## src/rtl/inv_mix_columns_seq.sv

```systemverilog
// inv_mix_columns_seq: AES InvMixColumns over a 128-bit state, one column per cycle on a shared datapath
module inv_mix_columns_seq (
  input  logic         clk,
  input  logic         rst_n,
  input  logic         in_valid,
  output logic         in_ready,
  input  logic [127:0] state_in,
  output logic         out_valid,
  input  logic         out_ready,
  output logic [127:0] state_out,
  output logic         busy
);
  typedef enum logic [1:0] {IDLE, BUSY, DONE} state_t;
  state_t        state;
  logic [1:0]    col;
  logic [127:0]  work;
  logic [6:0]    base;
  logic [31:0]   c_in, c_out;
  logic [7:0]    s0, s1, s2, s3;
  function automatic logic [7:0] xt(input logic [7:0] a);
    return {a[6:0], 1'b0} ^ (a[7] ? 8'h1b : 8'h00);
  endfunction
  function automatic logic [7:0] m9(input logic [7:0] a);
    return xt(xt(xt(a))) ^ a;
  endfunction
  function automatic logic [7:0] mb(input logic [7:0] a);
    return xt(xt(xt(a))) ^ xt(a) ^ a;
  endfunction
  function automatic logic [7:0] md(input logic [7:0] a);
    return xt(xt(xt(a))) ^ xt(xt(a)) ^ a;
  endfunction
  function automatic logic [7:0] me(input logic [7:0] a);
    return xt(xt(xt(a))) ^ xt(xt(a)) ^ xt(a);
  endfunction
  // column 0 sits in the top 32 bits, so the slice base counts down with col
  assign base = {~col, 5'd0};
  assign c_in = work[base +: 32];
  assign {s0, s1, s2, s3} = c_in;
  assign c_out = {me(s0) ^ mb(s1) ^ md(s2) ^ m9(s3),
                  m9(s0) ^ me(s1) ^ mb(s2) ^ md(s3),
                  md(s0) ^ m9(s1) ^ me(s2) ^ mb(s3),
                  mb(s0) ^ md(s1) ^ m9(s2) ^ me(s3)};
  assign in_ready  = state == IDLE;
  assign out_valid = state == DONE;
  assign busy      = state != IDLE;
  assign state_out = work;
  always_ff @(posedge clk or negedge rst_n) begin
    if (!rst_n) begin
      state <= IDLE;
      col   <= 2'd0;
      work  <= '0;
    end else begin
      case (state)
        IDLE: if (in_valid) begin
          work  <= state_in;
          col   <= 2'd0;
          state <= BUSY;
        end
        BUSY: begin
          work[base +: 32] <= c_out;
          col              <= col + 2'd1;
          if (col == 2'd3) state <= DONE;
        end
        DONE: if (out_ready) state <= IDLE;
        default: state <= IDLE;
      endcase
    end
  end
endmodule

```

## config.mk

```make
export PLATFORM = sky130hd
export DESIGN_NAME = inv_mix_columns_seq
export DESIGN_NICKNAME = d
export VERILOG_FILES = /design/src/rtl/inv_mix_columns_seq.sv
export SDC_FILE = /design/constraint.sdc
export NUM_CORES = 1
export LEC_CHECK = 0
export CAP_MARGIN = 20
export CORE_MARGIN = 2
export CORE_UTILIZATION = 45
export DETAILED_ROUTE_END_ITERATION = 10
export PLACE_DENSITY = 0.76
export SYNTH_ARGS = -nofsm -noshare
export SYNTH_HDL_FRONTEND = slang
export SYNTH_SLANG_ARGS = --single-unit
```

## constraint.sdc

```tcl
create_clock -name clk -period 3.56 [get_ports clk]
set_input_delay 1.068 -clock clk [delete_from_list [all_inputs] [get_ports clk]]
set_output_delay 1.068 -clock clk [all_outputs]
set_load 0.01 [all_outputs]
```

==> results of run 1 <==
[worst reg2reg max path: cells and delay by family (launching register included)]
family	cells	cell delay (ps)
muxes	1	730
buffers and inverters	1	220
DFF	1	410
xor gates and xnor gates	4	1570
AOI/OAI and AO/OA	2	420
[Yosys cell counts (all sizes together)]
| library cell | number |
|---|---|
| and3 | 2 |
| a2bb2oi | 36 |
| o211ai | 8 |
| nand2b | 2 |
| and4 | 1 |
| dlygate4sd1 | 3 |
| nor3 | 2 |
| mux4 | 32 |
| clkbuf | 42 |
| o2bb2ai | 1 |
| o21ai | 10 |
| dfrtp | 132 |
| nand2 | 24 |
| xor2 | 27 |
| nand3 | 2 |
| o21bai | 1 |
| xnor2 | 124 |
| nor2b | 1 |
| nor2 | 117 |
| a22oi | 80 |
| o21a | 8 |
| xor3 | 4 |
| dlygate4sd3 | 3 |
| xnor3 | 28 |
| inv | 6 |
| nand4 | 1 |
| or2 | 1 |
| a21oi | 121 |
| ha | 4 |
| or3 | 1 |
| buf | 23 |
[cell type report]
class / count / area [um^2]
Tap cell: 265 / 332
Clock buffer: 18 / 439
Multi-Input combinational cell: 638 / 5390
Sequential cell: 132 / 3300
Clock inverter: 14 / 129
Inverter: 6 / 22.5
Timing Repair Buffer: 306 / 2990
Fill cell: 1532 / 7050
[kinds of logic (layout without fill, tap and decap cells)]
| logic type | Yosys count | in the layout |
|---|---|---|
| AO/OA/AOI/OAI | 265 | 265 |
| XOR/XNOR | 183 | 183 |
| AND/OR/NAND/NOR | 154 | 154 |
| flip-flops | 132 | 132 |
| buffers and inverters | 77 | 344 |
| multiplexers | 32 | 32 |
| adder cells (fa/ha/maj) | 4 | 4 |
[flip-flops by register name, indices dropped and copies added (netlist names)]
register / flops
col: 2
state: 2
state_out: 128
[metal layers]
metal	vias up	track usage (%)	wire [um]
met3	96	6.08	2730
met2	535	51.0	16000
li1	3564	-	-
met4	0	12.5	1210
met5	-	0	0
met1	4110	40.8	13100
[placed cells by master, fill, tap and decap left out, types with 4 or more instances in the layout]
master / instances
xnor2_4: 5
nor2_1: 117
a21oi_4: 4
mux4_2: 26
inv_1: 6
nand2_1: 24
ha_1: 4
mux4_1: 6
xnor2_1: 110
dfrtp_1: 131
buf_4: 41
inv_6: 4
xor2_1: 26
xnor3_1: 26
clkdlybuf4s50_1: 261
xnor2_2: 9
o21a_1: 8
a2bb2oi_1: 36
o211ai_1: 8
clkbuf_16: 17
a21oi_1: 117
a22oi_1: 80
o21ai_0: 10
[worst paths after layout]
| check | cells after the start | startpoint | endpoint | slack (ps) |
|---|---|---|---|---|
| max in group asynchronous | 2 | rst_n | state_out[110] | 1990 |
| min in group asynchronous | 1 | rst_n | state_out[90] | 680 |
| max reg2reg | 8 | col[0] | state_out[100] | 150 |
| min | 1 | state_out[52] | state_out[52] | 550 |
| max | 8 | col[0] | state_out[100] | 150 |
| min reg2reg | 1 | state_out[52] | state_out[52] | 550 |
[stage by stage]
step / utilization, % / cells
CTS: 64.2 / 1379
floorplan: - / 847
global placement: 61.3 / 1347
finish: 64.2 / 1379
global route: 64.2 / 1379
detailed placement: 61.3 / 1347
==> flow_metrics.env, run 1 <==
export IMPL_cp_slowest_cell="mux4_2"
export IMPL_synth_seq_cells=132
export IMPL_detailed_place_area_um2=12000
export IMPL_ant_nets=0
export IMPL_synth_top_cell_area_share_pct=36.4
export IMPL_synth_area_um2=9070
export IMPL_crit_buf_inv=1
export IMPL_synth_top_family_by_area="XOR/XNOR gates"
export IMPL_clkSinkCount=132
export IMPL_hpwlAfterDp_um=24200
export IMPL_clock_skew_ps=9.54
export IMPL_critPathArrivalTime_ps=3770
export IMPL_drc_errors=0
export IMPL_start_util_pct=46.2
export IMPL_netlist_cell_type_count=40
export IMPL_crit_family="XOR/XNOR gates"
export IMPL_clk_pin_slew_ps=60
export IMPL_final_cell_area_um2=12600
export IMPL_rows=51
export IMPL_min_period_ps=3410
export IMPL_firstDrtPassIters=6
export IMPL_ios=263
export IMPL_cts_hold_buf=0
export IMPL_synth_nets=983
export IMPL_postCtsSetupBuffers=0
export IMPL_avgViaCountPerCell=6.02
export IMPL_yosysSeqAreaShare_pct=36.4
export IMPL_drt_iter0_drc=1057
export IMPL_die_y_um=146
export IMPL_syn_avg_cell_area_um2=10.7
export IMPL_synthToLayoutAreaGrowth_pct=39.0
export IMPL_ys_top_cells_by_area="dfrtp_1, xnor2_1, a21oi_1"
export IMPL_worst_slew_pin_slew_ps=921
export IMPL_vias=8305
export IMPL_fp_dieW_um=146
export IMPL_wirelength_um=33000
export IMPL_status="completed"
export IMPL_max_freq_mhz=293
export IMPL_antenna_found_initial=0
export IMPL_synth_area_leader_cell="dfrtp_1"
export IMPL_synthCells=847
export IMPL_cts_buffer_depth=2
export IMPL_avgRoutedWirePerCell_um=23.9
export IMPL_cp_cell_sequence="buf_12, mux4_2, xor3_1, xnor3_1, xnor3_1, xnor3_2, o211ai_1, o21a_1"
export IMPL_coreArea_um2=19700
export IMPL_grt_pass1_wl_um=50600
export IMPL_synth_compound_area_share_pct=18.8
export IMPL_nets=1237
export IMPL_relSlewSlack_pct=38.4
export IMPL_setup_ws_ps=149
export IMPL_synth_fa_ha_area_share_pct=0.552
export IMPL_grt_max_degree=83
export IMPL_drive_gt1_share_pct=11.8
export IMPL_io_buffers=262
export IMPL_overflow=0
export IMPL_critPathKind="reg2reg"
export IMPL_grt_pass1_vias=8449
export IMPL_cts_tree="built"
export IMPL_dpl_worst_slack_ps=229
export IMPL_hold_viol_final=0
export IMPL_cts_resized=0
export IMPL_grt_total_usage_pct=31.1
export IMPL_worst_hold_path_type="reg2reg"
export IMPL_numCtsBuffers=17
export IMPL_h_tree_depth=4
export IMPL_tns_ps=0
export IMPL_worstSetupEndpointType="register"
export IMPL_cp_data_required_time_ps=3920
export IMPL_whs_ps=549
export IMPL_cp_max_fo=27
export IMPL_globalplace_congestion=0.967
export IMPL_path_common_cell="xnor3_1"
export IMPL_maxCapViolations=0
export IMPL_yosys_area_share_simple_pct=6.70
export IMPL_slew_viol_final=0
export IMPL_cpPeakStageDelay_ps=710
export IMPL_clk_latency_ps=430
export IMPL_yosys_warnings=0
export IMPL_synth_mux_area_share_pct=8.19
export IMPL_die_area_um2=21300
export IMPL_fin_crit_sh_pct=95.8
export IMPL_cts_root_buf="clkbuf_16"
export IMPL_setup_viol=0
export IMPL_worstSetupStartpointType="register"
export IMPL_antenna_cells=0
export IMPL_rsz0062_at_grt="false"
export IMPL_synth_xor_area_share_pct=24.5
Power of run 1 is not shown: default switching activity piles up to over one toggle a cycle in this logic, so the estimate is an artifact.
==> run 2, diff against run 1 <==
--- a/config.mk
+++ b/config.mk
@@ -9,7 +9,7 @@
 export CORE_MARGIN = 2
 export CORE_UTILIZATION = 45
 export DETAILED_ROUTE_END_ITERATION = 10
-export PLACE_DENSITY = 0.76
+export PLACE_DENSITY_LB_ADDON = 0.12
 export SYNTH_ARGS = -nofsm -noshare
 export SYNTH_HDL_FRONTEND = slang
 export SYNTH_SLANG_ARGS = --single-unit
==> run 2 against run 1 <==
  * Flip-flop and latch count did not move
  * Worst hold slack got worse by 18 ps
  * Critical path depth rose by 1
  * Sequential share of layout area fell by 0.67 points
  * Fmax barely moved
  * Cell count rose by 1.7%
  * Die area did not move
  * Via count fell by 1.7%
==> flow_metrics.env, run 2 (synthesis gave the netlist of run 1 again) <==
export IMPL_most_common_layout_cells="clkdlybuf4s50_1, dfrtp_1, nor2_1, a21oi_1, xnor2_1"
export IMPL_crit_buf_inv=2
export IMPL_critPathKind="reg2reg"
export IMPL_grt_pass1_vias=8295
export IMPL_die_y_um=146
export IMPL_grt_max_degree=72
export IMPL_largest_reg_flops=128
export IMPL_grt_total_usage_pct=29.8
export IMPL_cp_data_required_time_ps=3860
export IMPL_grt_pass1_wl_um=49000
export IMPL_overflow=0
export IMPL_status="completed"
export IMPL_coreArea_um2=19700
export IMPL_max_freq_mhz=293
export IMPL_drc_errors=0
export IMPL_crit_end="state_out[27]"
export IMPL_reg2reg_from="col[0]"
export IMPL_numCtsBuffers=17
export IMPL_nets=1262
export IMPL_clk_pin_slew_ps=60
export IMPL_cp_max_fo=11
export IMPL_cp_num_cells=9
export IMPL_antenna_cells=0
export IMPL_vias=8160
export IMPL_h_tree_depth=4
export IMPL_rsz0062_at_grt="false"
export IMPL_cts_root_buf="clkbuf_16"
export IMPL_maxCapViolations=0
export IMPL_cts_hold_buf=0
export IMPL_die_area_um2=21300
export IMPL_clock_skew_ps=12.8
export IMPL_avgRoutedWirePerCell_um=22.6
export IMPL_drive_gt1_share_pct=13.8
export IMPL_hpwlAfterDp_um=23000
export IMPL_timing_rr_end="state_out[27]"
export IMPL_antenna_found_initial=0
export IMPL_worst_hold_path_type="reg2reg"
export IMPL_critPathArrivalTime_ps=3710
export IMPL_firstDrtPassIters=5
export IMPL_ff2ff_path_depth=9
export IMPL_setup_viol=0
export IMPL_tns_ps=0
export IMPL_avgViaCountPerCell=5.82
export IMPL_cts_resized=0
export IMPL_crit_family="XOR/XNOR gates"
export IMPL_crit_start="col[0]"
export IMPL_final_common_cell="clkdlybuf4s50_1"
export IMPL_cp_cell_sequence="buf_12, buf_4, mux4_2, xnor2_4, xnor3_1, xnor2_2, xnor3_1, a22oi_1, a21oi_1"
export IMPL_r2r_setup_slack_ps=150
export IMPL_cts_buffer_depth=2
export IMPL_clk_latency_ps=430
export IMPL_slew_viol_final=0
export IMPL_drt_iter0_drc=559
export IMPL_wirelength_um=31700
export IMPL_postCtsSetupBuffers=0
export IMPL_globalplace_congestion=0.901
export IMPL_worstSetupEndpointType="register"
export IMPL_relSlewSlack_pct=47.4
export IMPL_fin_crit_sh_pct=95.7
export IMPL_ios=263
export IMPL_path_common_cell="xnor3_1"
export IMPL_start_util_pct=46.2
export IMPL_fp_dieW_um=146
export IMPL_worst_slew_pin_slew_ps=789
export IMPL_synthToLayoutAreaGrowth_pct=42.7
export IMPL_io_buffers=262
export IMPL_ant_nets=0
export IMPL_min_period_ps=3410
export IMPL_cpPeakStageDelay_ps=640
export IMPL_worstSetupStartpointType="register"
export IMPL_clkSinkCount=132
export IMPL_cts_tree="built"
export IMPL_cp_slowest_cell="mux4_2"
export IMPL_rows=51
export IMPL_hold_viol_final=0
==> run 2: changes by cell type in the layout (fill, tap and decap cells not counted), sizes merged <==
cell,previous run,this run
inv,10,6
clkinv,6,4
bufinv,1,6
clkinvlp,3,2
buf,45,70
clkbuf,18,19
==> run 2: worst register-to-register path: stages, from the launching register on <==
cell and delay [ps]:
dfrtp_2 510, buf_12 190, buf_4 180, mux4_2 640
xnor2_4 290, xnor3_1 340, xnor2_2 250, xnor3_1 540
a22oi_1 250, a21oi_1 100
==> run 2: layout make-up <==
cell class	count	area [um^2]
multi-input cells	638	5410
inverters	6	22.5
well taps	265	332
repair buffers	331	3220
fillers	1613	6710
clock inverters	12	230
clock buffers	19	433
flip-flops and latches	132	3310
==> run 2: worst min-delay path by stage <==
stage                        from       endpoint  cells after the start
floorplan                state[1]       state[0]                      2
global placement    state_out[20]  state_out[20]                      1
CTS                 state_out[20]  state_out[20]                      1
finish              state_out[20]  state_out[20]                      1
global route        state_out[52]  state_out[52]                      1
detailed placement  state_out[20]  state_out[20]                      1
==> run 2: stage by stage <==
stage	cell area [um^2]	worst slack (ps)	std cells	util, %	hold WS, ps
2_1_floorplan	9070	407	847	-	505
3_3_place_gp	12300	275	1372	62.4	518
3_5_place_dp	12300	232	1372	62.4	519
4_1_cts	12900	135	1403	65.8	533
5_1_grt	12900	11.3	1403	65.9	547
6_report	12900	151	1403	65.9	531
==> run 2: metal layers <==
layer | track usage [%] | wire (um) | up-vias
met1 | 41.7 | 13300 | 4048
met3 | 6.55 | 2830 | 43
li1 | - | - | 3606
met2 | 47.0 | 15000 | 463
met5 | 0 | 0 | -
met4 | 8.40 | 567 | 0
Power of run 2 is left out for the same reason.
